## src/rtl/parallax_layer_sequencer.sv

```systemverilog
// parallax_layer_sequencer
// Per-layer horizontal scroll state for the 4-layer parallax renderer.
// Once per frame each layer's sub-column counter / LFSR pair is advanced by
// its speed.  Once per scanline the four layers' reload values and skyline
// cutoffs are streamed, one layer per cycle, over a shared load bus.
// Frame advances always win over line loads when both are waiting, so a
// load that follows an advance carries the advanced state.

module parallax_layer_sequencer #(
    parameter logic [8:0] SEED       = 9'h1FF,
    parameter int         HORIZON    = 128,
    parameter int         LAYER_STEP = 32
) (
    input  logic        clk,
    input  logic        rst_n,
    input  logic        frame_start,
    input  logic        line_start,
    input  logic [9:0]  vcount,
    input  logic [11:0] speed,
    input  logic        pause,
    output logic        ld_valid,
    output logic [1:0]  ld_layer,
    output logic [8:0]  ld_lfsr,
    output logic [2:0]  ld_count,
    output logic [4:0]  ld_cutoff,
    output logic        busy
);

    typedef enum logic [1:0] {
        ST_IDLE  = 2'd0,
        ST_FADV  = 2'd1,
        ST_LLOAD = 2'd2
    } state_t;

    localparam logic [11:0] HORIZON_W    = 12'(HORIZON);
    localparam logic [11:0] LAYER_STEP_W = 12'(LAYER_STEP);

    // One step of the 9-bit scroll LFSR (taps 9 and 5).
    function automatic logic [8:0] lfsr_step(input logic [8:0] v);
        lfsr_step = {v[7:0], v[8] ^ v[4]};
    endfunction

    // 3-bit speed field of layer k.
    function automatic logic [2:0] speed_of(input logic [11:0] s, input logic [1:0] k);
        case (k)
            2'd0:    speed_of = s[2:0];
            2'd1:    speed_of = s[5:3];
            2'd2:    speed_of = s[8:6];
            2'd3:    speed_of = s[11:9];
            default: speed_of = 3'd0;
        endcase
    endfunction

    // Skyline cutoff: 0 above the layer's horizon, then one row of 16
    // scanlines per step, saturating at 16.
    function automatic logic [4:0] cutoff_of(input logic [9:0] vl, input logic [1:0] k);
        logic [11:0] d;
        logic [7:0]  rows;
        d    = {2'b00, vl} + (LAYER_STEP_W * {10'd0, k}) - HORIZON_W;
        rows = {1'b0, d[10:4]} + 8'd1;
        if (d[11]) begin
            cutoff_of = 5'd0;
        end else if (rows > 8'd16) begin
            cutoff_of = 5'd16;
        end else begin
            cutoff_of = rows[4:0];
        end
    endfunction

    // Sequencer state.
    state_t      state_q, state_d;
    logic [1:0]  k_q, k_d;
    logic        pf_q, pf_d;
    logic        pl_q, pl_d;
    logic [9:0]  vlat_q, vlat_d;

    // Per-layer scroll state.
    logic [8:0]  lfsr_q [4];
    logic [8:0]  lfsr_d [4];
    logic [2:0]  cnt_q  [4];
    logic [2:0]  cnt_d  [4];

    // Registered load bus and busy flag.
    logic        ld_valid_q, ld_valid_d;
    logic [1:0]  ld_layer_q, ld_layer_d;
    logic [8:0]  ld_lfsr_q,  ld_lfsr_d;
    logic [2:0]  ld_count_q, ld_count_d;
    logic [4:0]  ld_cutoff_q, ld_cutoff_d;
    logic        busy_q, busy_d;

    // Combinational helpers.
    logic        frame_req;
    logic        line_req;
    logic        dispatch;
    logic [3:0]  adv_sum;

    // Next-state logic: pending flags, layer advance, and dispatch decision.
    always_comb begin
        state_d   = state_q;
        k_d       = k_q;
        pf_d      = pf_q | frame_start;
        pl_d      = pl_q | line_start;
        vlat_d    = vlat_q;
        lfsr_d    = lfsr_q;
        cnt_d     = cnt_q;
        adv_sum   = 4'd0;
        frame_req = pf_q | frame_start;
        line_req  = pl_q | line_start;

        // A new burst may be chosen when idle or on the last cycle of a burst.
        if (state_q == ST_IDLE) begin
            dispatch = 1'b1;
        end else if (k_q == 2'd3) begin
            dispatch = 1'b1;
        end else begin
            dispatch = 1'b0;
        end

        case (state_q)
            ST_IDLE: begin
                k_d = 2'd0;
            end
            ST_FADV: begin
                // Pause still spends the four cycles but freezes the layer.
                if (!pause) begin
                    adv_sum      = {1'b0, cnt_q[k_q]} + {1'b0, speed_of(speed, k_q)};
                    cnt_d[k_q]   = adv_sum[2:0];
                    if (adv_sum[3]) begin
                        lfsr_d[k_q] = lfsr_step(lfsr_q[k_q]);
                    end else begin
                        lfsr_d[k_q] = lfsr_q[k_q];
                    end
                end else begin
                    cnt_d[k_q]  = cnt_q[k_q];
                    lfsr_d[k_q] = lfsr_q[k_q];
                end
                k_d = k_q + 2'd1;
            end
            ST_LLOAD: begin
                k_d = k_q + 2'd1;
            end
            default: begin
                state_d = ST_IDLE;
                k_d     = 2'd0;
            end
        endcase

        if (dispatch) begin
            if (frame_req) begin
                state_d = ST_FADV;
                k_d     = 2'd0;
                pf_d    = 1'b0;
            end else if (line_req) begin
                state_d = ST_LLOAD;
                k_d     = 2'd0;
                pl_d    = 1'b0;
                vlat_d  = vcount;
            end else begin
                state_d = ST_IDLE;
                k_d     = 2'd0;
            end
        end else begin
            state_d = state_q;
        end
    end

    // Load bus: driven from the upcoming state so each load appears in the
    // same cycle as its LLOAD step; holds its last value between bursts.
    always_comb begin
        ld_valid_d  = 1'b0;
        ld_layer_d  = ld_layer_q;
        ld_lfsr_d   = ld_lfsr_q;
        ld_count_d  = ld_count_q;
        ld_cutoff_d = ld_cutoff_q;
        busy_d      = (state_d != ST_IDLE);
        if (state_d == ST_LLOAD) begin
            ld_valid_d  = 1'b1;
            ld_layer_d  = k_d;
            ld_lfsr_d   = lfsr_q[k_d];
            ld_count_d  = cnt_q[k_d];
            ld_cutoff_d = cutoff_of(vlat_d, k_d);
        end else begin
            ld_valid_d  = 1'b0;
        end
    end

    // State registers with synchronous active-low reset.
    always_ff @(posedge clk) begin
        if (!rst_n) begin
            state_q     <= ST_IDLE;
            k_q         <= 2'd0;
            pf_q        <= 1'b0;
            pl_q        <= 1'b0;
            vlat_q      <= 10'd0;
            for (int i = 0; i < 4; i++) begin
                lfsr_q[i] <= SEED;
                cnt_q[i]  <= 3'd7;
            end
            ld_valid_q  <= 1'b0;
            ld_layer_q  <= 2'd0;
            ld_lfsr_q   <= 9'd0;
            ld_count_q  <= 3'd0;
            ld_cutoff_q <= 5'd0;
            busy_q      <= 1'b0;
        end else begin
            state_q     <= state_d;
            k_q         <= k_d;
            pf_q        <= pf_d;
            pl_q        <= pl_d;
            vlat_q      <= vlat_d;
            for (int i = 0; i < 4; i++) begin
                lfsr_q[i] <= lfsr_d[i];
                cnt_q[i]  <= cnt_d[i];
            end
            ld_valid_q  <= ld_valid_d;
            ld_layer_q  <= ld_layer_d;
            ld_lfsr_q   <= ld_lfsr_d;
            ld_count_q  <= ld_count_d;
            ld_cutoff_q <= ld_cutoff_d;
            busy_q      <= busy_d;
        end
    end

    assign ld_valid  = ld_valid_q;
    assign ld_layer  = ld_layer_q;
    assign ld_lfsr   = ld_lfsr_q;
    assign ld_count  = ld_count_q;
    assign ld_cutoff = ld_cutoff_q;
    assign busy      = busy_q;

endmodule
```

## config.mk

```make
export PLATFORM = sky130hd
export DESIGN_NAME = parallax_layer_sequencer
export DESIGN_NICKNAME = d
export VERILOG_FILES = /design/src/rtl/parallax_layer_sequencer.sv
export SDC_FILE = /design/constraint.sdc
export NUM_CORES = 1
export LEC_CHECK = 0
export CAP_MARGIN = 30
export CORE_AREA = 2 2 95 97
export CTS_BUF_LIST = sky130_fd_sc_hd__clkbuf_16
export CTS_CLUSTER_DIAMETER = 120
export DETAILED_ROUTE_END_ITERATION = 8
export DIE_AREA = 0 0 97 99
export PLACE_DENSITY = 0.74
export SLEW_MARGIN = 10
export SYNTH_ARGS = -nofsm -noshare
export SYNTH_HDL_FRONTEND = slang
export SYNTH_SLANG_ARGS = --single-unit
```

## constraint.sdc

```tcl
create_clock -name clk -period 4.1 [get_ports clk]
set_clock_uncertainty 0.2 [all_clocks]
set_input_delay 0.615 -clock clk [delete_from_list [all_inputs] [get_ports clk]]
set_output_delay 0.615 -clock clk [all_outputs]
set_load 0.03 [all_outputs]
```

## Word-level counts from Yosys, hierarchy flattened

Index checks and enable logic that the tools add are counted.

| storage, ports and cells | value |
|---|---|
| register bits | 85 |
| input bits | 27 |
| output and inout port bits | 21 |
| word-level logic and storage cells | 87 |

| operators by class | value |
|---|---|
| add/subtract/negate cells | 5 |
| magnitude comparators | 4 |
| equal/unequal tests | 6 |
| multiplexer cells | 41 |
| bitwise operators | 6 |
| reduce and logical (&&, ||, !) cells | 6 |

Operators with widths:

| kind | number |
|---|---|
| bitwise mux 36 bit | 2 |
| two-way mux 36 bit | 2 |
| two-way mux 9 bit | 5 |
| binary-select mux 9 bit (select 2 bit) | 2 |
| two-way mux 10 bit | 3 |
| bitwise mux 12 bit | 2 |
| two-way mux 3 bit | 7 |
| demux 9 bit (select 2 bit) | 1 |
| binary-select mux 3 bit (select 2 bit) | 2 |
| two-way mux 12 bit | 1 |
| case mux 3 bit (4 select lines) | 1 |
| subtractor 11 x 8 -> 12 bit (second input constant) | 1 |
| adder 10 x 7 -> 11 bit | 1 |
| two-way mux 2 bit | 5 |
| two-way mux 5 bit | 2 |
| adder 7 x 1 -> 8 bit (second input constant) | 1 |
| equality test 2 bit (second input constant) | 4 |
| > comparator 8 x 5 -> 1 bit (second input constant) | 1 |
| demux 3 bit (select 2 bit) | 1 |
| >= comparator 3 bit (second input constant) | 2 |
| NOT 2 -> 3 bit | 2 |
| two-way mux 1 bit | 5 |
| adder 3 x 3 -> 4 bit | 1 |
| equality test 2 x 1 -> 1 bit (second input constant) | 2 |
| 9 further kinds | 12 |

## Logic depth before layout (Yosys ltp)

| depth | value |
|---|---|
| word-level depth | 10 |
| gate-level depth with buffers | 15 |
| depth with buffers taken out | 14 |

## Worst setup path after synthesis

OpenSTA, ideal clock, no wires.

| timing path | value |
|---|---|
| path kind | register to register |
| start | register k_q[1] |
| end | register ld_cutoff_q[3] (netlist: ld_cutoff[3]) |
| setup time | 0.117 ns |
| arrival | 3.437 ns |
| required time | 3.783 ns |
| path slack | 0.346 ns |
| stages on the path, launching flop included | 15 |
| path buffers | 1 |
| clock period less this slack | 3.754 ns |
| path through | dfxtp_1 ha_1 nor2_4 nor3_2 buf_4 mux2_2 ha_1 inv_1 fa_1 nor3b_1 xor2_1 mux2_1 and4_4 o221a_4 a32o_1 |

| between the ends | value |
|---|---|
| word-level cells in the longest chain between the ends | 10 |
| elaborated cells between the ends (all ways) | 15 |
| classes of those cells | add/sub (4); order compare (1); eq/ne (2); mux (8) |

RTL lines:

| element | line | RTL |
|---|---|---|
| start, declared | 72 | `logic [1:0] k_q, k_d;` |
| start signal, assigned | 207 | `k_q <= k_d;` |
| equality test 2 bit * | 113 | `end else if (k_q == 2'd3) begin` |
| two-way mux 1 bit * | 113 |  |
| two-way mux 1 bit * | 111 | `if (state_q == ST_IDLE) begin` |
| two-way mux 10 bit * | 148 | `if (dispatch) begin` |
| net vlat_d[5] | 75 | `logic [9:0] vlat_q, vlat_d;` |
| adder 10 x 7 -> 11 bit * | 59 | `d = {2'b00, vl} + (LAYER_STEP_W * {10'd0, k}) - HORIZON_W;` |
| subtractor 11 x 8 -> 12 bit * | 59 |  |
| adder 7 x 1 -> 8 bit | 60 | `rows = {1'b0, d[10:4]} + 8'd1;` |
| > comparator 8 x 5 -> 1 bit | 63 | `end else if (rows > 8'd16) begin` |
| two-way mux 5 bit | 63 |  |
| two-way mux 5 bit * | 61 | `if (d[11]) begin` |
| end signal, assigned | 219 | `ld_cutoff_q <= ld_cutoff_d;` |
| end, declared | 88 | `logic [4:0] ld_cutoff_q, ld_cutoff_d;` |

Mark *: on every way through the listed nets, which the timed path passes. The rest lies on a longest branch.
A chain may end at the register's enable or synchronous reset.

## Worst setup path in the final report

| timing path | value |
|---|---|
| start | input frame_start |
| end | register ld_cutoff_q[3] (netlist: ld_cutoff[3]) |

| between the ends | value |
|---|---|
| word-level cells in the longest chain between the ends | 9 |
| elaborated cells between the ends (all ways) | 12 |
| classes of those cells | add/sub (3); order compare (1); eq/ne (1); mux (6); bitwise (1) |

RTL lines:

| element | line | RTL |
|---|---|---|
| start, declared | 16 | `input logic frame_start,` |
| OR 1 bit * | 107 | `frame_req = pf_q \| frame_start;` |
| two-way mux 10 bit * | 149 | `if (frame_req) begin` |
| two-way mux 10 bit * | 148 |  |
| net vlat_d[5] | 75 |  |
| adder 10 x 7 -> 11 bit * | 59 |  |
| subtractor 11 x 8 -> 12 bit * | 59 |  |
| adder 7 x 1 -> 8 bit | 60 |  |
| > comparator 8 x 5 -> 1 bit | 63 |  |
| two-way mux 5 bit | 63 |  |
| two-way mux 5 bit * | 61 |  |

Marked as above.

==> run summary <==
The run finished with clean final reports. The met2 track utilization from global routing is 0.368. At the worst endpoint, the arrival time is 3.80 ns.

The post-route clock period utilization was 0.920. Cell count of the worst hold path: 2. The area added between synthesis and finish was 20.8%. The achievable frequency was 0.265 GHz; the number of antenna repair diodes was 0. The number of I/O pins came out at 48. For this block, the via count after detailed routing is 3514. The detailed router finished its first iteration with 118 violations. The top cell types in the final layout, fill and taps aside, are sky130_fd_sc_hd__nand2_1 (91), sky130_fd_sc_hd__dfxtp_1 (81), sky130_fd_sc_hd__o211ai_1 (48), sky130_fd_sc_hd__clkdlybuf4s50_1 (43), sky130_fd_sc_hd__a21oi_1 (27). The die covers 9600 um2. The run gives 490 as the number of nets in the synthesized netlist.

The DRC violations left came out at 0. In the final routed layout, each cell accounts on average for 16.7 um. The net count of the finished layout is 533.

The internal portion of the total power is 0.00148 W. During synthesis, Yosys emitted a total of 0 warnings. The fraction of registers with async set or reset after synthesis is 0. The portion of the post-synthesis area used by sequential elements is 0.392. The run gives 0 as the final hold violation count. The tools report the synthesized instance count as 449.

The number of synthesized flops with an enable pin works out to 0. A synthesized cell averages 9.22 um2. Met1 layer usage reported by global route: 0.273. For the post-cts resize count, the log shows 0. For the worst-skew pair, the clock arrives at the later sink with an insertion delay of 0.34 ns. For the worst setup path, the data required time is 4.13 ns. The run gives 3 as the count of H-tree levels built during CTS. For the initial antenna violation count, the log shows 0. For the pin with the worst max-slew slack, the measured transition is 0.942 ns. Hold buffer count at cts: 0. Endpoint class of the critical path: a register. The number of setup violations in the final report came out at 0. Row generation in the floorplan step produced 34 rows. Once the clock tree was built, the setup fixing pass inserted 0 buffers.

Entering global routing, the biggest net connects 52 pins. For the total core area, the log shows 8550 um2. Area of the mapped netlist: 4140 um2. Across the run, the number of max-cap violations was 0. Total of fill cells in the finished design: 754.

TritonCTS built the clock tree. The die is 99 um tall. The sequential group share of total power came out at 0.403.

The final RePlAce weighted congestion was 0.799; the distinct cell type count after synthesis was 52. The first global-routing pass estimated 17100 um of wire. The run gives 0.0504 as the met3 routing resource usage after global routing. For the switching power of the nets, the log shows 0.000685 W.

The type of the worst setup path was in2reg. The clock passes through at most 2 buffers. In the post-synthesis netlist, the biggest area contributors are sky130_fd_sc_hd__dfxtp_1 (39%), sky130_fd_sc_hd__o211ai_1 (8.7%), sky130_fd_sc_hd__nand2_1 (8.2%), sky130_fd_sc_hd__mux4_2 (6.5%), sky130_fd_sc_hd__mux2i_1 (6.0%). Number of cells traversed by the worst register-to-register path: 15. The worst hold path belongs to the class reg2reg. Global routing finished with a remaining overflow of 0. The tools report the category of the worst setup path launch point as an input pin. The layer flagged by global routing as most heavily used is met2. The per-cell via count in the routed design was 5.81; the max-slew violation total from the final report was 0. The run gives 589 as the placed instance count. Setup repair after global routing left no endpoint under its margin. The tools report the number of global-route vias before repair as 3526. The logs give 605 for the final cell count without fillers and 0.370 for the worst slew margin relative to its limit.

For the power share of the combinational group, the log shows 0.241. The detail route stage leaves a number of antenna-violating nets equal to 0. The HPWL after detailed placement is 6930 um, and the total wirelength of the detailed-routed design is 10100 um.

Summed over all instances, the cell type with the most area after synthesis is sky130_fd_sc_hd__dfxtp_1. Along the worst path, the maximum fanout reaches 4. The run gives 0.356 as the clock share of power.

Leaving out fill and tap cells, the most frequent cell in the layout is sky130_fd_sc_hd__nand2_1. The count of buffers added on input and output ports is 43. The top-area cell type share of the netlist area came out at 0.392. The fraction of power spent switching nets came out at 0.317. The tree built by TritonCTS fans out to 81 sinks.

In this run, CTS created clock tree buffers numbering 9. The clock transition at the registers of the reported paths was 0.07 ns; the number of flip-flops and latches in the synthesized netlist was 81. The minimum period implied by the final worst setup slack is 3.77 ns, and the overall global routing resource usage is 0.219.

The iteration count of the initial detailed-routing pass came out at 4. The share of final-layout standard cells stronger than drive strength 1 is 0.121. Power spread over the standard cell area amounts to 432 nW/um2. The cell leakage power was 2.14 nW; the effective utilization at floorplan was 0.484.

Die width: 97 um. Flip-flop cell with the highest count after synthesis: sky130_fd_sc_hd__dfxtp_1. The tools report the core occupancy in the finished layout as 0.585. The clock tree root driver cell is sky130_fd_sc_hd__clkbuf_16.

The tools report the worst ir drop on vdd as 0.000216 V.
## flip-flops by register name (all words and copies together), names as in the netlist
register / flops
pf_q: 1
busy: 1
ld_valid: 1
ld_layer: 2
ld_cutoff: 5
state_q: 2
cnt_q: 12
ld_count: 3
lfsr_q: 36
k_q: 2
pl_q: 1
ld_lfsr: 9
vlat_q: 6
## cell usage after synthesis (3+ instances only)
cell	count
sky130_fd_sc_hd__nand2_1	91
sky130_fd_sc_hd__nor2_1	16
sky130_fd_sc_hd__nor2b_1	5
sky130_fd_sc_hd__mux2i_1	25
sky130_fd_sc_hd__a32o_1	4
sky130_fd_sc_hd__mux4_2	12
sky130_fd_sc_hd__o21ai_0	15
sky130_fd_sc_hd__o221ai_1	12
sky130_fd_sc_hd__a21o_1	3
sky130_fd_sc_hd__mux2_2	3
sky130_fd_sc_hd__a21oi_1	27
sky130_fd_sc_hd__xnor2_1	4
sky130_fd_sc_hd__dfxtp_1	81
sky130_fd_sc_hd__clkbuf_1	20
sky130_fd_sc_hd__buf_2	6
sky130_fd_sc_hd__a211oi_1	3
sky130_fd_sc_hd__inv_1	13
sky130_fd_sc_hd__o211ai_1	48
sky130_fd_sc_hd__xor2_1	3
sky130_fd_sc_hd__nor3_1	3
sky130_fd_sc_hd__nand3_1	4
sky130_fd_sc_hd__ha_1	12
## layer usage
metal | wire, um | vias to the layer above
met2 | 4910 | 104
met1 | 4340 | 1656
met4 | 293 | 0
met3 | 558 | 27
met5 | 0 | -
li1 | - | 1727
## final cells by class
cell class | count | area (um2) | share of cell area
clock buffers | 9 | 225 | 0.0450
clock inverters | 7 | 61.3 | 0.0123
well taps | 108 | 135 | 0.0270
flip-flops and latches | 81 | 1620 | 0.324
inverters | 15 | 56.3 | 0.0113
repair buffers | 60 | 562 | 0.112
multi-input cells | 325 | 2340 | 0.468
## stage by stage
step	worst slack [ns]	area, um2	hold slack, ns	TNS (ns)	power (W)
2_1_floorplan	0.346	4140	0.261	0	0.00124
3_3_place_gp	0.0688	4700	0.243	0	0.00139
3_5_place_dp	-0.0147	4710	0.246	-0.0256	0.00141
4_1_cts	0.331	5000	0.256	0	0.00218
5_1_grt	0.155	5000	0.276	0	0.00227
6_report	0.329	5000	0.252	0	0.00216
## power groups by stage
stage / logic, W / registers (W) / clock network [W]
after floorplan: 0.000320 / 0.000924 / 0
after global placement: 0.000500 / 0.000887 / 0
after detailed placement: 0.000518 / 0.000888 / 0
after CTS: 0.000521 / 0.000871 / 0.000784
after global routing: 0.000572 / 0.000878 / 0.000821
final: 0.000521 / 0.000871 / 0.000769
## path summary, 6_finish.rpt
path / startpoint / end / slack (ns)
setup / recovery: frame_start / ld_cutoff[3]$_SDFFE_PN0P_ / 0.33
hold / removal: ld_lfsr[1]$_SDFFE_PN0P_ / ld_lfsr[1]$_SDFFE_PN0P_ / 0.25
setup reg to reg: state_q[0]$_SDFF_PN0_ / ld_cutoff[3]$_SDFFE_PN0P_ / 0.39
hold reg to reg: ld_lfsr[1]$_SDFFE_PN0P_ / ld_lfsr[1]$_SDFFE_PN0P_ / 0.25
## critical path, stage by stage
cell	delay, ns
sky130_fd_sc_hd__clkdlybuf4s50_1	0.41
sky130_fd_sc_hd__or2_1	0.26
sky130_fd_sc_hd__nor3_2	0.21
sky130_fd_sc_hd__mux2_2	0.22
sky130_fd_sc_hd__ha_1	0.17
sky130_fd_sc_hd__inv_1	0.06
sky130_fd_sc_hd__fa_1	0.42
sky130_fd_sc_hd__buf_4	0.17
sky130_fd_sc_hd__nor2b_1	0.13
sky130_fd_sc_hd__o2111ai_1	0.30
sky130_fd_sc_hd__a21oi_1	0.14
sky130_fd_sc_hd__and4_4	0.20
sky130_fd_sc_hd__o221a_4	0.25
sky130_fd_sc_hd__a32o_1	0.25
## logic make-up after synthesis
family / synth area share
flip-flops: 0.392
adder cells (fa/ha/maj): 0.0459
buffers and inverters: 0.0435
multiplexers: 0.137
XOR/XNOR: 0.0148
AO/OA/AOI/OAI: 0.220
AND/OR/NAND/NOR: 0.148
No activity file was read; power rests on OpenSTA's default activity.
